$ cat src/rtl/cp0_nest_sched.sv
// Nested interrupt scheduler: edge-latched sources, priority select, held req/ack
// handshake to the pipeline, and an {EPC, previous level} stack for preemption.
module cp0_nest_sched #(
    parameter int          NSRC       = 3,
    parameter int          DEPTH      = 3,
    parameter logic [31:0] VEC_BASE   = 32'h0000_0800,
    parameter logic [31:0] VEC_STRIDE = 32'h0000_0010,
    localparam int         LW         = $clog2(NSRC + 1),
    localparam int         DW         = $clog2(DEPTH + 1),
    localparam int         SW         = (NSRC > 1) ? $clog2(NSRC) : 1
) (
    input  logic            clk,
    input  logic            rst,
    input  logic [NSRC-1:0] intsrc,
    input  logic [NSRC-1:0] mask,
    input  logic            ie,
    input  logic [31:0]     ex_pc,
    input  logic            int_ack,
    input  logic            eret,
    output logic            int_req,
    output logic [31:0]     vector,
    output logic [31:0]     epc_out,
    output logic [LW-1:0]   cur_level,
    output logic [DW-1:0]   depth,
    output logic [NSRC-1:0] pending,
    output logic            nest_err
);

    typedef enum logic [0:0] {IDLE = 1'b0, REQ = 1'b1} state_t;

    state_t          state_q, state_d;
    logic [NSRC-1:0] prev_q, pending_q, pending_d, req_bits_s, clr_s;
    logic [SW-1:0]   sel_q, sel_d, cand_idx_s;
    logic            cand_vld_s, eligible_s, entry_s, withdraw_s, push_s, pop_s, int_req_s;
    logic            nest_err_q, nest_err_d;
    logic [31:0]     vector_q, vector_d, epc_top_s;
    logic [LW-1:0]   cur_level_q, cur_level_d, lvl_top_s;
    logic [DW-1:0]   depth_q, depth_d;
    logic [31:0]     epc_stk_q [DEPTH];
    logic [31:0]     epc_stk_d [DEPTH];
    logic [LW-1:0]   lvl_stk_q [DEPTH];
    logic [LW-1:0]   lvl_stk_d [DEPTH];

    // Highest-index enabled pending source and whether it may be requested now
    always_comb begin
        req_bits_s = pending_q & mask;
        cand_vld_s = |req_bits_s;
        cand_idx_s = '0;
        for (int i = 0; i < NSRC; i++) begin
            cand_idx_s = req_bits_s[i] ? SW'(i) : cand_idx_s;
        end
        eligible_s = cand_vld_s && ie
                     && ((LW'(cand_idx_s) + LW'(1)) > cur_level_q)
                     && (depth_q < DW'(DEPTH));
    end

    // Top-of-stack view; an empty stack reads as zero
    always_comb begin
        epc_top_s = 32'h0000_0000;
        lvl_top_s = '0;
        for (int i = 0; i < DEPTH; i++) begin
            epc_top_s = (depth_q == DW'(i + 1)) ? epc_stk_q[i] : epc_top_s;
            lvl_top_s = (depth_q == DW'(i + 1)) ? lvl_stk_q[i] : lvl_top_s;
        end
    end

    // FSM outputs and handshake events
    always_comb begin
        int_req_s  = (state_q == REQ);
        entry_s    = int_req_s && int_ack;
        withdraw_s = int_req_s && (!ie || !mask[sel_q] || eret);
        push_s     = entry_s;
        // an eret arriving with the ack is flushed by the pipeline, so it is not a pop
        pop_s      = eret && !entry_s && (depth_q != DW'(0));
    end

    // FSM next state; ack takes priority over withdrawal
    always_comb begin
        case (state_q)
            IDLE:    state_d = (eligible_s && !eret) ? REQ : IDLE;
            REQ:     state_d = (entry_s || withdraw_s) ? IDLE : REQ;
            default: state_d = IDLE;
        endcase
    end

    // Datapath next state: pending, request latch, level and stack
    always_comb begin
        clr_s       = entry_s ? (NSRC'(1) << sel_q) : '0;
        pending_d   = (pending_q & ~clr_s) | (intsrc & ~prev_q);
        sel_d       = sel_q;
        vector_d    = vector_q;
        if ((state_q == IDLE) && (state_d == REQ)) begin
            sel_d    = cand_idx_s;
            vector_d = VEC_BASE + (32'(cand_idx_s) * VEC_STRIDE);
        end else begin
            sel_d    = sel_q;
        end
        nest_err_d  = eret && !entry_s && (depth_q == DW'(0));
        cur_level_d = push_s ? (LW'(sel_q) + LW'(1)) : (pop_s ? lvl_top_s : cur_level_q);
        depth_d     = push_s ? (depth_q + DW'(1)) : (pop_s ? (depth_q - DW'(1)) : depth_q);
        for (int i = 0; i < DEPTH; i++) begin
            epc_stk_d[i] = (push_s && (depth_q == DW'(i))) ? ex_pc :
                           ((pop_s && (depth_q == DW'(i + 1))) ? 32'h0000_0000 : epc_stk_q[i]);
            lvl_stk_d[i] = (push_s && (depth_q == DW'(i))) ? cur_level_q :
                           ((pop_s && (depth_q == DW'(i + 1))) ? '0 : lvl_stk_q[i]);
        end
    end

    // State register
    always_ff @(posedge clk or negedge rst) begin
        if (!rst) begin
            state_q     <= IDLE;
            prev_q      <= '0;
            pending_q   <= '0;
            sel_q       <= '0;
            vector_q    <= 32'h0000_0000;
            cur_level_q <= '0;
            depth_q     <= '0;
            nest_err_q  <= 1'b0;
            for (int i = 0; i < DEPTH; i++) begin
                epc_stk_q[i] <= 32'h0000_0000;
                lvl_stk_q[i] <= '0;
            end
        end else begin
            state_q     <= state_d;
            prev_q      <= intsrc;
            pending_q   <= pending_d;
            sel_q       <= sel_d;
            vector_q    <= vector_d;
            cur_level_q <= cur_level_d;
            depth_q     <= depth_d;
            nest_err_q  <= nest_err_d;
            for (int i = 0; i < DEPTH; i++) begin
                epc_stk_q[i] <= epc_stk_d[i];
                lvl_stk_q[i] <= lvl_stk_d[i];
            end
        end
    end

    assign int_req   = int_req_s;
    assign vector    = vector_q;
    assign epc_out   = epc_top_s;
    assign cur_level = cur_level_q;
    assign depth     = depth_q;
    assign pending   = pending_q;
    assign nest_err  = nest_err_q;

endmodule

$ cat config.mk
export PLATFORM = sky130hd
export DESIGN_NAME = cp0_nest_sched
export DESIGN_NICKNAME = d
export VERILOG_FILES = /design/src/rtl/cp0_nest_sched.sv
export SDC_FILE = /design/constraint.sdc
export NUM_CORES = 1
export LEC_CHECK = 0
export ABC_CLOCK_PERIOD_IN_PS = 4650
export CAP_MARGIN = 40
export CORE_MARGIN = 2
export CORE_UTILIZATION = 35
export CTS_BUF_LIST = sky130_fd_sc_hd__clkbuf_16
export DETAILED_ROUTE_END_ITERATION = 10
export HOLD_SLACK_MARGIN = 0.02
export PLACE_DENSITY = 0.7
export SYNTH_ARGS = -nofsm -noshare
export SYNTH_HDL_FRONTEND = slang
export SYNTH_SLANG_ARGS = --single-unit
$ cat constraint.sdc
create_clock -name clk -period 4.65 [get_ports clk]
set_input_delay 0.93 -clock clk [delete_from_list [all_inputs] [get_ports clk]]
set_output_delay 0.93 -clock clk [all_outputs]
set_load 0.02 [all_outputs]
==> impl_metrics.toml <==
[clock_tree]
clk_pin_slew_worst_paths_ps = 60
tritoncts = "yes"
cts_buffers = 17
clock_path_buffers = 2
clock_latency_at_the_later_pin_of_the_worst_skew_pair_ps = 410
number_of_h_tree_levels = 4
post-cts-setup-buffer-count = 0
cts_num_sinks = 117
ctsRootBufferMaster = "sky130_fd_sc_hd__clkbuf_16"
quantity_of_hold_fixing_buffers_added_after_cts = 0
post_cts.resized_instances = 0

[grt]
groute.usage.overall = 0.178
global_route_wire_length_before_repair_um = 22600
antenna_found_initial = 0
first_global_vias = 4266
grt_start_max_net_pins = 58
residual_overflow_from_global_routing = 0

[timing]
finalHoldViolCount = 0
fin_crit_sh = 0.892
post_route_clock_skew_ps = 9.16
slew-limit-headroom = 0.402
number_of_endpoints_failing_setup_at_the_final_stage = 0
fin_setup_tns_ps = 0
timing.final.max_slew_violations = 0
min_period_ps = 4150
worst_pin_slew_ps = 894
achievable-frequency_mhz = 241
grt_setup_unrepaired = "false"

[placement]
io_buffer_count = 86
post_dp_cell_area_sq_mm = 0.00629
place.gp.congestion = 0.773
dp_hpwl_um = 8360

[die]
dieHeight_um = 127
design.core.area_sq_mm = 0.0146
die_footprint_sq_mm = 0.0161
die-width_um = 127
placementRows = 44
floorplan.initialDensity = 0.360
ioPinCount = 116

[critical_path]
timing.critical_path.slowest_cell_delay_ps = 720
critPathTopFamily = "buffers and inverters"
cp_max_fo = 37
critical_path.endpoint_type = "output pin"
critPathLaunchType = "register"
timing.critical_path.required_ps = 3720
arrival_ps = 3220
critical_path.cell_chain = "inv_1 -> ha_2 -> buf_12 -> nor2b_4 -> a22oi_1 -> o21ai_0 -> clkdlybuf4s50_1"
criticalPathCategory = "register to output pin"
cp_slowest_cell = "sky130_fd_sc_hd__nor2b_4"
wp_buf_inv = 3

[synth]
count_of_distinct_cell_types_in_the_synthesized_netlist = 32
synthDominantCellAreaShare = 0.556
ys_seq_elements = 117
seq_area_frac_synth = 0.556
synth_xor_area_frac = 0.00166
yosysWarnings = 0
synth.cell_area_sq_mm = 0.00527
synth_compound_gate_area_share = 0.282
adder_cell_share_of_the_synthesized_area = 0.0214
ys_top_cells_by_area = "sky130_fd_sc_hd__dfrtp_1, sky130_fd_sc_hd__a22o_1, sky130_fd_sc_hd__a22oi_1"
simple_gate_share_of_the_synthesized_area = 0.0577
combinational_family_with_the_most_area_after_synthesis = "compound AO/OA/AOI/OAI gates"
largest_area_contributor_in_the_synthesized_netlist = "sky130_fd_sc_hd__dfrtp_1"
syn_area_per_cell_sq_um = 11.5
yosys-mux-area-fraction = 0
syn_inst = 458

[power_and_ir_drop]
p_switching_w = 0.00148
share_seq_of_total_power = 0.360
power.switching_fraction = 0.336
total_leakage_power_nw = 3.07
peakVddDrop_uv = 259
power.internal_w = 0.00292
p_clk_frac = 0.302
power.combinational.fraction = 0.338
power_density_mw_per_mm2 = 638

[route]
firstDrtPassIters = 5
post_drt_wl_per_cell_um = 18.7
drt-initial-drc-count = 343
final_antenna_net_count = 0
vias = 4052
totalWireLength_um = 13600
remaining_drc_errors = 0
avgViaCountPerCell = 5.57

[finish]
area.growth.synth_to_final_pct = 30.7
nets = 584
finish.utilization = 0.470
drive_gt1_frac = 0.0846
layout.cell_area.non_filler_sq_mm = 0.00689
num_antenna_cells = 0

[job]
cap_viol_max_count = 0

[worst_hold_path]
hp-class = "primary input to asynchronous set/reset pin"

[outcome]
outcome = "completed"
[cells by family (layout without fill, tap and decap cells)]
logic type,count (synthesis),in the layout
buffers and inverters,79,137
XOR/XNOR,1,1
AO/OA/AOI/OAI,187,187
flip-flops,117,117
other,1,29
adder cells (fa/ha/maj),9,9
AND/OR/NAND/NOR,64,64
[worst reg2reg max path: stages, from the launching register on]
cell	delay, ps
sky130_fd_sc_hd__dfrtp_1	420
sky130_fd_sc_hd__inv_1	110
sky130_fd_sc_hd__ha_1	310
sky130_fd_sc_hd__and3_2	790
sky130_fd_sc_hd__a31oi_4	270
sky130_fd_sc_hd__buf_16	270
sky130_fd_sc_hd__a22o_1	200
[synthesized netlist by cell type (all sizes together)]
library cell and instances:
a2111oi 1, a21oi 6, a221o 2, a222oi 1, a22o 105, a22oi 33, a31o 1, a31oi 3
and2 3, and3 4, buf 39, clkbuf 28, conb 1, dfrtp 117, ha 9, inv 12
nand2 42, nand2b 4, nand3 1, nand3b 2, nor2 1, nor2b 2, nor3 1, nor4bb 1
o21ai 32, o221ai 1, o32ai 2, or2 2, or4b 1, xnor2 1
[power groups by stage]
stage | Sequential, W | Combinational, W | Clock (W)
final | 0.00158 | 0.00149 | 0.00133
after global routing | 0.00163 | 0.00161 | 0.00139
after CTS | 0.00158 | 0.00150 | 0.00135
after detailed placement | 0.00159 | 0.00148 | 0
after global placement | 0.00157 | 0.00138 | 0
after floorplan | 0.00157 | 0.000890 | 0
[path summary, 6_finish.rpt]
| kind | slack, ps | endpoint | cells after the start | startpoint |
|---|---|---|---|---|
| setup / recovery | 500 | epc_out[11] | 7 | depth[0] |
| hold / removal | 400 | prev_q[2] | 1 | rst |
| setup reg to reg | 2160 | epc_stk_q[55] | 6 | depth[1] |
| hold reg to reg | 470 | vector[11] | 1 | vector[11] |
| max in group asynchronous | 3290 | epc_stk_q[21] | 3 | rst |
| min in group clk | 470 | vector[11] | 1 | vector[11] |
[sequential cells by signal, summed over array words and instances, names as in the netlist]
signal	flops
cur_level	2
depth	2
epc_stk_q	96
int_req	1
lvl_stk_q	6
nest_err	1
pending	3
prev_q	3
sel_q	1
vector	2
[layout by cell type (no fill, tap or decap), drive strengths merged, types with 2 or more instances in the layout]
cell           count
a221o              2
a22o             105
buf                9
ha                 9
bufinv             4
inv               14
nand2             42
nor2b              2
a31oi              3
nand3b             2
and2               3
a22oi             33
a21oi              6
o32ai              2
and3               4
or2                2
clkdlybuf4s50     85
clkinvlp           2
clkinv             6
dfrtp            117
clkbuf            17
nand2b             4
o21ai             32
conb              29
[cell type report]
class / count / area (sq um)
tap: 184 / 230
fill: 1318 / 7760
sequential: 117 / 2930
inverter: 12 / 45.0
multi-input combinational: 290 / 2060
clock inverter: 14 / 169
timing repair buffer: 94 / 1020
clock buffer: 17 / 425
[layer usage]
| layer | track usage | vias up | part of all wire |
|---|---|---|---|
| met5 | 0 | - | 0 |
| met3 | 0.0456 | 20 | 0.053 |
| met2 | 0.271 | 166 | 0.46 |
| met1 | 0.250 | 2060 | 0.47 |
| met4 | 0.0556 | 0 | 0.014 |
| li1 | - | 1806 | - |
[through the flow]
| stage | instances | power (W) | hold slack, ps | setup slack (ps) |
|---|---|---|---|---|
| after floorplan | 486 | 0.00246 | 466 | 1760 |
| after global placement | 691 | 0.00295 | 460 | 798 |
| after detailed placement | 697 | 0.00307 | 454 | 923 |
| after CTS | 728 | 0.00442 | 406 | 477 |
| after global routing | 728 | 0.00463 | 414 | 294 |
| final | 728 | 0.00439 | 403 | 502 |
Note: power is estimated with default switching activity, not from simulation.
